[src/rtl/hex_debug_panel.sv]
// rtl/hex_debug_panel.sv - paged seven-segment debug display driver with freeze, blank and blink
module hex_debug_panel #(
  parameter int NUM_DIGITS = 8,
  parameter int NUM_PAGES  = 4,
  parameter int BLINK_DIV  = 25000000,
  parameter int SCROLL_DIV = 100000000,
  localparam int PAGE_W    = (NUM_PAGES > 1) ? $clog2(NUM_PAGES) : 1
) (
  input  logic                            clk,
  input  logic                            reset,
  input  logic [NUM_PAGES*NUM_DIGITS*4-1:0] page_data,
  input  logic                            step,
  input  logic                            auto_scroll,
  input  logic                            freeze,
  input  logic [NUM_DIGITS-1:0]           blank_mask,
  input  logic [NUM_DIGITS-1:0]           blink_mask,
  output logic [NUM_DIGITS*7-1:0]         hex_out,
  output logic [PAGE_W-1:0]               page,
  output logic                            frozen
);

  localparam int WORD_W   = NUM_DIGITS * 4;
  localparam int DATA_W   = NUM_PAGES * WORD_W;
  localparam int BLINK_W  = (BLINK_DIV > 1) ? $clog2(BLINK_DIV) : 1;
  localparam int SCROLL_W = (SCROLL_DIV > 1) ? $clog2(SCROLL_DIV) : 1;

  localparam logic [BLINK_W-1:0]  BLINK_LAST  = BLINK_W'(BLINK_DIV - 1);
  localparam logic [SCROLL_W-1:0] SCROLL_LAST = SCROLL_W'(SCROLL_DIV - 1);
  localparam logic [PAGE_W-1:0]   PAGE_LAST   = PAGE_W'(NUM_PAGES - 1);

  logic                  step_q;
  logic                  freeze_q;
  logic                  step_edge;
  logic                  freeze_edge;
  logic                  scroll_tick;
  logic [SCROLL_W-1:0]   scroll_cnt;
  logic [BLINK_W-1:0]    blink_cnt;
  logic                  blink_phase;
  logic [DATA_W-1:0]     snapshot;
  logic [DATA_W-1:0]     source;
  logic [WORD_W-1:0]     cur_word;
  logic [NUM_DIGITS*7-1:0] next_hex;

  function automatic logic [6:0] seg_encode(input logic [3:0] nib);
    logic [6:0] seg;
    case (nib)
      4'h0: seg = 7'h40;
      4'h1: seg = 7'h79;
      4'h2: seg = 7'h24;
      4'h3: seg = 7'h30;
      4'h4: seg = 7'h19;
      4'h5: seg = 7'h12;
      4'h6: seg = 7'h02;
      4'h7: seg = 7'h78;
      4'h8: seg = 7'h00;
      4'h9: seg = 7'h10;
      4'hA: seg = 7'h08;
      4'hB: seg = 7'h03;
      4'hC: seg = 7'h46;
      4'hD: seg = 7'h21;
      4'hE: seg = 7'h06;
      default: seg = 7'h0E;
    endcase
    return seg;
  endfunction

  // Edge registers reset high so inputs already asserted at release do not count as edges.
  always_ff @(posedge clk or posedge reset) begin
    if (reset) begin
      step_q   <= 1'b1;
      freeze_q <= 1'b1;
    end else begin
      step_q   <= step;
      freeze_q <= freeze;
    end
  end

  assign step_edge   = step & ~step_q;
  assign freeze_edge = freeze & ~freeze_q;
  assign scroll_tick = auto_scroll && (scroll_cnt == SCROLL_LAST);

  always_ff @(posedge clk or posedge reset) begin
    if (reset) begin
      scroll_cnt <= '0;
    end else if (!auto_scroll || step_edge || scroll_tick) begin
      scroll_cnt <= '0;
    end else begin
      scroll_cnt <= scroll_cnt + SCROLL_W'(1);
    end
  end

  // A coincident step edge and scroll tick still advance by a single page.
  always_ff @(posedge clk or posedge reset) begin
    if (reset) begin
      page <= '0;
    end else if (step_edge || scroll_tick) begin
      page <= (page == PAGE_LAST) ? '0 : page + PAGE_W'(1);
    end
  end

  always_ff @(posedge clk or posedge reset) begin
    if (reset) begin
      blink_cnt   <= '0;
      blink_phase <= 1'b0;
    end else if (blink_cnt == BLINK_LAST) begin
      blink_cnt   <= '0;
      blink_phase <= ~blink_phase;
    end else begin
      blink_cnt   <= blink_cnt + BLINK_W'(1);
    end
  end

  always_ff @(posedge clk or posedge reset) begin
    if (reset) begin
      snapshot <= '0;
      frozen   <= 1'b0;
    end else if (freeze_edge) begin
      snapshot <= page_data;
      frozen   <= 1'b1;
    end else if (!freeze) begin
      frozen   <= 1'b0;
    end
  end

  always_comb begin
    source   = frozen ? snapshot : page_data;
    cur_word = '0;
    for (int p = 0; p < NUM_PAGES; p++) begin
      if (int'(page) == p) begin
        cur_word = source[p*WORD_W +: WORD_W];
      end
    end
  end

  // Blank wins over blink; blink only darkens during the off phase.
  always_comb begin
    next_hex = '1;
    for (int d = 0; d < NUM_DIGITS; d++) begin
      if (blank_mask[d]) begin
        next_hex[d*7 +: 7] = 7'h7f;
      end else if (blink_mask[d] && blink_phase) begin
        next_hex[d*7 +: 7] = 7'h7f;
      end else begin
        next_hex[d*7 +: 7] = seg_encode(cur_word[d*4 +: 4]);
      end
    end
  end

  always_ff @(posedge clk or posedge reset) begin
    if (reset) begin
      hex_out <= '1;
    end else begin
      hex_out <= next_hex;
    end
  end

endmodule

[config.mk]
export PLATFORM = sky130hd
export DESIGN_NAME = hex_debug_panel
export DESIGN_NICKNAME = d
export VERILOG_FILES = /design/src/rtl/hex_debug_panel.sv
export SDC_FILE = /design/constraint.sdc
export NUM_CORES = 1
export LEC_CHECK = 0
export BUFFER_PORTS_ARGS = -buffer_cell sky130_fd_sc_hd__buf_2
export CAP_MARGIN = 20
export CORE_MARGIN = 3
export CORE_UTILIZATION = 40
export CTS_CLUSTER_DIAMETER = 60
export DETAILED_ROUTE_END_ITERATION = 10
export HOLD_SLACK_MARGIN = 0.02
export PLACE_DENSITY = 0.73
export RECOVER_POWER = 25
export SYNTH_ARGS = -nofsm -noshare
export SYNTH_HDL_FRONTEND = slang
export SYNTH_SLANG_ARGS = --single-unit
[constraint.sdc]
create_clock -name clk -period 6.8 [get_ports clk]
set_input_delay 0.68 -clock clk [delete_from_list [all_inputs] [get_ports clk]]
set_output_delay 0.68 -clock clk [all_outputs]
set_load 0.01 [all_outputs]
==> results of run 1 <==
==> kinds of logic (layout without fill, tap and decap cells) <==
family	count (synthesis)	after routing	share of synthesized area [%]
flip-flops	242	242	44.74
other	0	7	0
XOR/XNOR	41	41	2.622
buffers and inverters	94	295	3.828
AND/OR/NAND/NOR	260	260	9.628
AO/OA/AOI/OAI	196	196	11.96
adder cells (fa/ha/maj)	54	54	4.933
multiplexers	285	285	22.29
==> sequential cells by signal (all words and copies together), names as in the netlist <==
register     flops
hex_out         56
snapshot       128
blink_cnt       25
scroll_cnt      27
frozen           1
step_q           1
blink_phase      1
freeze_q         1
page             2
==> report_power, final <==
group          switching, mW  leakage [nW]  internal (mW)
Sequential             0.121          2.87           1.85
Clock                  0.621         0.503           1.03
Combinational           2.07          3.49           1.25
Total                   2.81          6.86           4.12
==> synthesized netlist by cell type (22+ instances only) <==
| library cell | number |
|---|---|
| xnor2_1 | 24 |
| clkbuf_1 | 23 |
| nor2_1 | 84 |
| o221ai_1 | 29 |
| mux2_2 | 150 |
| nand2_1 | 39 |
| ha_1 | 54 |
| nand3_1 | 28 |
| a21oi_1 | 24 |
| mux2i_1 | 128 |
| dfrtp_1 | 184 |
| buf_2 | 22 |
| dfstp_2 | 58 |
==> per-layer routing <==
| layer | GRT usage, % | vias to the layer above | wire length (um) |
|---|---|---|---|
| met4 | 5.645 | 24 | 1088 |
| met3 | 4.603 | 81 | 2628 |
| met1 | 23.77 | 5142 | 14680 |
| li1 | - | 4722 | - |
| met5 | 0 | - | 136 |
| met2 | 31.21 | 327 | 16880 |
==> cells in the final DEF, fill, tap and decap left out, drive strengths merged, types with 9 or more instances in the layout <==
master,synthesis,routed
buf,45,211
dfrtp,184,184
mux2,157,157
mux2i,128,128
nor2,84,84
dfstp,58,58
ha,54,54
clkbuf,24,44
nand2,39,39
o221ai,29,29
nand3,28,28
a21oi,24,24
xnor2,24,24
inv,24,23
nor4,19,19
a22oi,19,19
o31ai,18,18
a31oi,17,17
xor2,17,17
a221oi,17,17
nor3,15,15
nand4,13,13
and2,11,11
and4,10,10
o21ai,10,10
and3,9,9
or2,9,9
==> critical path: stages <==
cell and delay, ns:
buf_2 0.10, clkinvlp_2 0.62, clkbuf_2 2.60
==> stage by stage <==
| stage | hold slack (ns) | utilization, % | area [um^2] |
|---|---|---|---|
| after floorplan | 0.4387 | - | 13700 |
| after global placement | 0.4553 | 44.50 | 14960 |
| after detailed placement | 0.4740 | 44.50 | 14960 |
| after CTS | 0.1921 | 47.60 | 16000 |
| after global routing | 0.2289 | 47.63 | 16010 |
| final | 0.2372 | 47.66 | 16020 |
==> how the worst max path moves through the flow <==
stage / start / end / slack, ns / cells past startpoint
floorplan: reset / blink_cnt[0] / 2.99 / 1
global placement: page[0] / hex_out[38] / 2.98 / 10
detailed placement: page[0] / hex_out[38] / 2.90 / 10
CTS: page[0] / hex_out[38] / 2.87 / 10
global route: reset / snapshot[18] / 1.55 / 3
finish: reset / snapshot[104] / 2.43 / 3
==> cell type report <==
cell class | instances | area [um^2]
Multi-Input combinational cell | 836 | 7064
Clock buffer | 41 | 853.3
Timing Repair Buffer | 214 | 1109
Tap cell | 448 | 560.5
Sequential cell | 242 | 6132
Clock inverter | 15 | 188.9
Antenna cell | 7 | 17.52
Fill cell | 3031 | 17600
Inverter | 25 | 95.09
==> flow_summary.json, run 1 <==
{
  "crit_arrival_ns": 4.19,
  "initial_core_util_pct": 40.75,
  "post_cts_resized": 0,
  "layout-drive-gt1-share_pct": 37.87,
  "synth-main-ff-cell": "dfrtp_1",
  "min_period_over_period_pct": 64.22,
  "die_x_um": 191.0,
  "synth_top_area_cell": "dfrtp_1",
  "fin_worst_skew_ns": 0.02961,
  "finalWeightedCongestion": 0.8914,
  "reg2reg_depth": 10,
  "path_max_fanout": 150,
  "status": "finished with violations",
  "hold_buffers": 0,
  "cp-start-kind": "input port",
  "drc": 0,
  "dieHeight_um": 191.0,
  "grt_overflow": 0,
  "netlist_top_cells_area": "dfrtp_1, mux2_2, dfstp_2",
  "clockBufferDepth": 3,
  "grt_pass1_vias": 10140,
  "clock_latency_ns": 0.56,
  "clock_sinks": 242,
  "cts_htree_levels": 1,
  "violations": "capacitance limit, slew limit",
  "worst_pin_slew_ns": 3.669,
  "routedWlPerCell_um": 19.37,
  "routed_wl_um": 35410,
  "synth_top_area_share_pct": 33.62,
  "synth.net_count": 1375,
  "ios": 208,
  "finalWorstSetupSlack_ns": 2.433,
  "hpwl_um": 24960,
  "tritoncts": "yes",
  "nets": 1552,
  "period_needed_ns": 4.367,
  "rrSetupSlack_ns": 2.84,
  "worst_ir_drop_vdd_v": 0.0002303,
  "finalSetupViolations": 0,
  "p_leak_nw": 6.860,
  "place_inst": 1764,
  "coreArea_um2": 33620,
  "r2r-end": "hex_out[38]",
  "crit_path_end_kind": "async pin",
  "p_per_area_nw_per_um2": 433.0,
  "vias_per_cell": 5.632,
  "layout.cells.non_filler": 1828,
  "whs_endpoint": "step_q",
  "grt_pass1_wl_um": 54650,
  "drt_iter0_markers": 656,
  "post-place-ws_ns": 2.898,
  "num_rows": 67,
  "antenna_left": 0,
  "postCtsSetupBuffers": 0,
  "syn_area_um2": 13700,
  "power.total_mw": 6.937,
  "cts-root-buf": "clkbuf_16",
  "hold_start": "step",
  "holdPathStages": 1,
  "setup_tns_ns": 0,
  "antenna_found_initial": 16,
  "async_reset_ff_share_pct": 100.0,
  "syn_to_final_growth_pct": 16.96,
  "grt.total_usage_pct": 18.60,
  "avgSynthCellArea_um2": 11.69,
  "path_class": "in -> async",
  "yosys_warnings": 0,
  "timing.final.max_slew_violations": 151,
  "portBuffers": 207,
  "crit_required_ns": 6.62,
  "dr.pass1.iters": 6,
  "yosysUniqueCellTypes": 69,
  "clk_pin_slew_ns": 0.05,
  "ys_seq_area_share_pct": 44.74,
  "synth-edff-count": 0,
  "max-cap-violations": 1,
  "num_vias": 10300,
  "max_freq_mhz": 229.0,
  "synthCells": 1172,
  "cts_made_buffers": 30,
  "finalHoldViolCount": 0,
  "synth_seq_cells": 242,
  "grt_max_degree": 151,
  "hp-class": "in -> reg",
  "dieArea_um2": 36500,
  "reg2reg_from": "page[0]",
  "slew_headroom_pct": -144.6,
  "rsz0062_at_grt": "false"
}
Power figures use the tool's default switching activity.
==> inputs of run 2 (changes only) <==
ABC_AREA = 1   (was unset)
PLACE_DENSITY = 0.7   (was 0.73)
clock period = 4.4 ns   (was 6.8 ns; I/O delays follow)
==> flow_summary.json, run 2 <==
{
  "status": "finished with violations",
  "violations": "capacitance limit, slew limit",
  "netlist_top_cells_area": "dfrtp_1, nand2_1, dfstp_2",
  "period_needed_ns": 3.077,
  "crit_arrival_ns": 3.55,
  "power.net_switching_mw": 3.837,
  "routedWlPerCell_um": 15.47,
  "mostFrequentLayoutCells": "nand2_1, inv_1, buf_2",
  "fin_worst_skew_ns": 0.02055,
  "rsz0062_at_grt": "false",
  "hpwl_um": 29610,
  "cp_num_cells": 11,
  "crit_slowest_cell": "dfrtp_4",
  "clockBufferDepth": 3,
  "cp-start-kind": "flop",
  "max_freq_mhz": 325.0,
  "tritoncts": "yes",
  "worst_ir_drop_vdd_v": 0.0003301,
  "grt.total_usage_pct": 21.11,
  "yosysUniqueCellTypes": 40,
  "portBuffers": 207,
  "clock_latency_ns": 0.56,
  "synthXorXnorAreaFrac_pct": 2.176,
  "path_delay_family": "buffers and inverters",
  "ys_seq_area_share_pct": 42.29,
  "p_comb_share_pct": 42.5,
  "slowest_delay_ns": 0.63,
  "swShare_pct": 40.48,
  "crit_required_ns": 4.87,
  "path_class": "reg -> reg",
  "synth_compound_area_share_pct": 11.63,
  "synth.net_count": 2178,
  "synth_top_family_by_area": "simple AND/OR/NAND/NOR gates",
  "die_x_um": 196.3,
  "crit_top_cell": "nand2_1",
  "regMostFlops": "snapshot",
  "syn_to_final_growth_pct": 16.55,
  "synth_seq_cells": 242,
  "p_per_area_nw_per_um2": 561.2,
  "antenna_found_initial": 2,
  "clk_pin_slew_ns": 0.06,
  "rrSetupSlack_ns": 1.32,
  "clock_power_share_pct": 26.3,
  "multi_input_area_um2": 6907,
  "crit_buf_inv": 2,
  "max-cap-violations": 1,
  "final_area_um2": 16890,
  "power.total_mw": 9.479,
  "drc": 0,
  "grt_max_degree": 142,
  "synth_fa_ha_area_share_pct": 4.663,
  "clock_sinks": 242,
  "seq_area_um2": 6132,
  "synth_commonest_cells": "nand2_1, inv_1, dfrtp_1, nand3_1, o21ai_0",
  "place_inst": 2577,
  "min_period_over_period_pct": 69.92,
  "dr.pass1.iters": 7,
  "n_fill_cell": 3589,
  "syn_area_um2": 14490,
  "dieHeight_um": 196.3,
  "setup_tns_ns": 0,
  "reg2reg_from": "frozen",
  "yosys_warnings": 0,
  "largest_register_ffs": 128,
  "final_common_cell": "nand2_1",
  "synthSimpleGateAreaFrac_pct": 27.78,
  "num_vias": 13170,
  "timing.final.max_slew_violations": 102,
  "routed_wl_um": 40790,
  "initial_core_util_pct": 40.64,
  "hp-class": "in -> async",
  "fin_util_pct": 47.37,
  "post_cts_resized": 0,
  "post-place-ws_ns": 1.372,
  "layout-drive-gt1-share_pct": 17.99,
  "synth-main-ff-cell": "dfrtp_1",
  "reg2reg_depth": 11,
  "layout.cells.non_filler": 2637,
  "synthCells": 1975,
  "grt_pass1_wl_um": 66600,
  "whs_ns": 0.1270,
  "num_rows": 69,
  "finalSetupViolations": 0,
  "postCtsSetupBuffers": 0,
  "drt_iter0_markers": 1061,
  "crit_path_end_kind": "flop",
  "synth_top_area_cell": "dfrtp_1",
  "reg.largest.list": "snapshot: 128 flops, hex_out: 56 flops, scroll_cnt: 27 flops",
  "ios": 208,
  "avgSynthCellArea_um2": 7.337,
  "finalWeightedCongestion": 0.9298,
  "cts_htree_levels": 1,
  "hold_buffers": 2,
  "path_max_fanout": 117,
  "vias_per_cell": 4.995,
  "finalWorstSetupSlack_ns": 1.323,
  "coreArea_um2": 35660,
  "dpl_cell_area_um2": 15880,
  "power_frac_seq_pct": 31.2,
  "synth_mux_area_share_pct": 1.399,
  "intPower_mw": 5.641,
  "grt_overflow": 0,
  "worst_pin_slew_ns": 2.517,
  "async_reset_ff_share_pct": 100.0,
  "cp_cell_sequence": "inv_6 -> buf_12 -> a21oi_1 -> o21ai_0 -> nand2_1 -> a21oi_1 -> ha_1 -> nand2_1 -> nor2_1 -> nor2_1 -> nand2_1",
  "cts-root-buf": "clkbuf_16",
  "grt_pass1_vias": 12890,
  "cts_made_buffers": 30,
  "nets": 2353,
  "synth-edff-count": 0,
  "synth_most_common_cell": "nand2_1",
  "dieArea_um2": 38550,
  "p_leak_nw": 8.693,
  "r2r-end": "hex_out[29]",
  "slew_headroom_pct": -67.79,
  "finalHoldViolCount": 0,
  "synth_top_area_share_pct": 31.78,
  "antenna_left": 0
}
==> run 2: cell types whose count changed after synthesis, sizes merged, moves of 18 or more <==
cell and delta:
mux2i -128, o21ai +198, inv +261, o31ai -18, o221ai -29, nor2 +63, a21oi +62, mux2 -139
nand3 +144, nand2 +523, a22oi -19
==> run 2: power by group through the flow <==
stage / registers [mW] / clock network (mW) / logic (mW)
finish: 2.95 / 2.50 / 4.03
global route: 3.00 / 2.65 / 4.62
CTS: 2.96 / 2.56 / 4.06
detailed placement: 2.99 / 0 / 4.03
global placement: 2.98 / 0 / 3.98
floorplan: 3.12 / 0 / 2.75
==> run 2: area by class of cell <==
| class | instances | area share, % |
|---|---|---|
| Multi-Input combinational cell | 1370 | 40.89 |
| Sequential cell | 242 | 36.31 |
| Timing Repair Buffer | 221 | 7.053 |
| Inverter | 285 | 6.371 |
| Clock buffer | 42 | 5.016 |
| Tap cell | 461 | 3.415 |
| Clock inverter | 14 | 0.9112 |
| Antenna cell | 2 | 0.02963 |
==> run 2: logic make-up (layout without fill, tap and decap cells) <==
family | Yosys count | after routing
xor+xnor | 36 | 36
fa+ha+maj | 54 | 54
simple gates | 950 | 950
mux | 18 | 18
other cells | 0 | 2
buf+inv | 363 | 562
compound gates | 312 | 312
flops | 242 | 242
==> run 2: worst max path at each step <==
| stage | start | to | slack (ns) |
|---|---|---|---|
| final | frozen | hex_out[29] | 1.32 |
| after global routing | page[0] | hex_out[43] | 1.02 |
| after CTS | page[1] | hex_out[10] | 1.35 |
| after detailed placement | page[1] | hex_out[10] | 1.37 |
| after global placement | page[0] | hex_out[10] | 1.40 |
| after floorplan | reset | blink_cnt[0] | 0.83 |
==> run 2: worst register-to-register path, stage by stage (launching register included) <==
cell	delay (ns)
dfrtp_4	0.63
inv_6	0.63
buf_12	0.46
a21oi_1	0.12
o21ai_0	0.12
nand2_1	0.08
a21oi_1	0.35
ha_1	0.32
nand2_1	0.09
nor2_1	0.04
nor2_1	0.10
nand2_1	0.06
==> run 2: per-layer routing <==
layer  part of all wire, %  track usage [%]  up-vias
li1                      -                -     6626
met1                    43            27.44     6117
met2                    48            36.30      344
met3                   4.3            2.359       86
met4                   4.3            8.239        0
met5                     0                0        -
==> inputs of run 3 (changes only) <==
clock period = 2.9 ns   (was 4.4 ns; I/O delays follow)
==> flow_summary.json, run 3 (synthesis gave the netlist of run 2 again) <==
{
  "cts-root-buf": "clkbuf_16",
  "worst_pin_slew_ns": 1.364,
  "reg.largest.list": "snapshot: 128 flops, hex_out: 56 flops, scroll_cnt: 27 flops",
  "whs_ns": 0.03119,
  "clock_latency_ns": 0.56,
  "clockBufferDepth": 3,
  "hold_buffers": 41,
  "antenna_left": 0,
  "routed_wl_um": 42300,
  "antenna_found_initial": 0,
  "die_x_um": 196.3,
  "num_rows": 69,
  "drc": 0,
  "slew_headroom_pct": 9.066,
  "timing.final.max_slew_violations": 0,
  "initial_core_util_pct": 40.64,
  "postCtsSetupBuffers": 0,
  "finalHoldViolCount": 0,
  "vias_per_cell": 5.015,
  "setup_tns_ns": 0,
  "rsz0062_at_grt": "false",
  "layout-drive-gt1-share_pct": 18.71,
  "grt_pass1_vias": 13410,
  "mostFrequentLayoutCells": "nand2_1, inv_1, buf_2",
  "max_freq_mhz": 380.6,
  "crit_arrival_ns": 3.10,
  "cts_made_buffers": 31,
  "clock_sinks": 242,
  "period_needed_ns": 2.627,
  "nets": 2418,
  "p_leak_nw": 9.000,
  "portBuffers": 207,
  "grt_overflow": 0,
  "fin_worst_skew_ns": 0.01786,
  "grt_pass1_wl_um": 68390,
  "hp-class": "in -> reg",
  "dieHeight_um": 196.3,
  "grt.total_usage_pct": 21.62,
  "final_common_cell": "nand2_1",
  "path_class": "reg -> reg",
  "p_per_area_nw_per_um2": 841.3,
  "cp-start-kind": "flop",
  "finalSetupViolations": 0,
  "syn_to_final_growth_pct": 20.97,
  "tritoncts": "yes",
  "worst_ir_drop_vdd_v": 0.0005252,
  "dieArea_um2": 38550,
  "finalWeightedCongestion": 0.9018,
  "crit_required_ns": 3.37,
  "num_vias": 13550,
  "min_period_over_period_pct": 90.60,
  "path_max_fanout": 32,
  "grt_max_degree": 79,
  "cts_htree_levels": 1,
  "status": "complete, no violations",
  "largest_register_ffs": 128,
  "crit_path_end_kind": "flop",
  "clk_pin_slew_ns": 0.06,
  "regMostFlops": "snapshot",
  "coreArea_um2": 35660,
  "routedWlPerCell_um": 15.66,
  "max-cap-violations": 0,
  "drt_iter0_markers": 1126,
  "ios": 208,
  "dr.pass1.iters": 5,
  "post_cts_resized": 0,
  "hpwl_um": 31290
}
-- run 3: cell types whose count changed in the layout (fill, tap and decap cells not counted), sizes merged --
cell	before	now
clkinv	9	10
clkinvlp	1	2
buf	216	239
dlygate4sd3	2	41
bufinv	3	4
-- run 3: layout make-up --
class | instances | area [um^2]
Tap cell | 461 | 576.8
Sequential cell | 242 | 6132
Inverter | 285 | 1076
Clock buffer | 40 | 829.5
Multi-Input combinational cell | 1370 | 6907
Clock inverter | 17 | 202.7
Fill cell | 3524 | 18130
Antenna cell | 2 | 5.005
Timing Repair Buffer | 285 | 1800
-- run 3: critical path: stages, from the launching register on --
cell and delay [ns]:
dfrtp_1 0.41, inv_1 0.10, ha_1 0.22, inv_2 0.32, buf_12 0.24, a21oi_1 0.05, o21ai_0 0.11, nand2_1 0.09
a21oi_2 0.27, inv_1 0.14, ha_1 0.24, nand3_1 0.10, nor2_1 0.05, nor2_1 0.09, nand3_1 0.08
-- run 3: per-layer routing --
| metal | part of all wire (%) | global-route usage (%) |
|---|---|---|
| met3 | 4.5 | 2.513 |
| met1 | 43 | 27.79 |
| met4 | 4.0 | 7.869 |
| met2 | 48 | 37.76 |
| met5 | 0 | 0 |
-- run 3: final timing paths --
check	from	end	slack, ns	depth (start not counted)
worst min register to register	snapshot[81]	snapshot[81]	0.48	2
worst max register to register	page[0]	hex_out[49]	0.27	14
worst min-delay path	page_data[39]	snapshot[39]	0.03	3
max in group asynchronous	reset	snapshot[69]	0.53	4
worst max-delay path	page[0]	hex_out[49]	0.27	14
min in group asynchronous	reset	snapshot[54]	0.51	3
-- run 3: report_power, final --
group	total, mW	switching (mW)	internal (mW)
clock	3.89	1.52	2.37
sequential	4.49	0.241	4.25
combinational	6.36	4.20	2.16
-- run 3: through the flow --
step                      power (mW)  instances  utilization [%]  setup WS (ns)  instance area (um^2)
after floorplan                8.904       1975                -        -0.5184                 14490
after global placement         10.74       2602            45.21         0.4233                 16120
after detailed placement       10.85       2602            45.21         0.3486                 16120
after CTS                      14.84       2700            49.26         0.3270                 17560
after global routing           15.93       2700            49.15        0.03201                 17520
final                          14.75       2702            49.16         0.2727                 17530
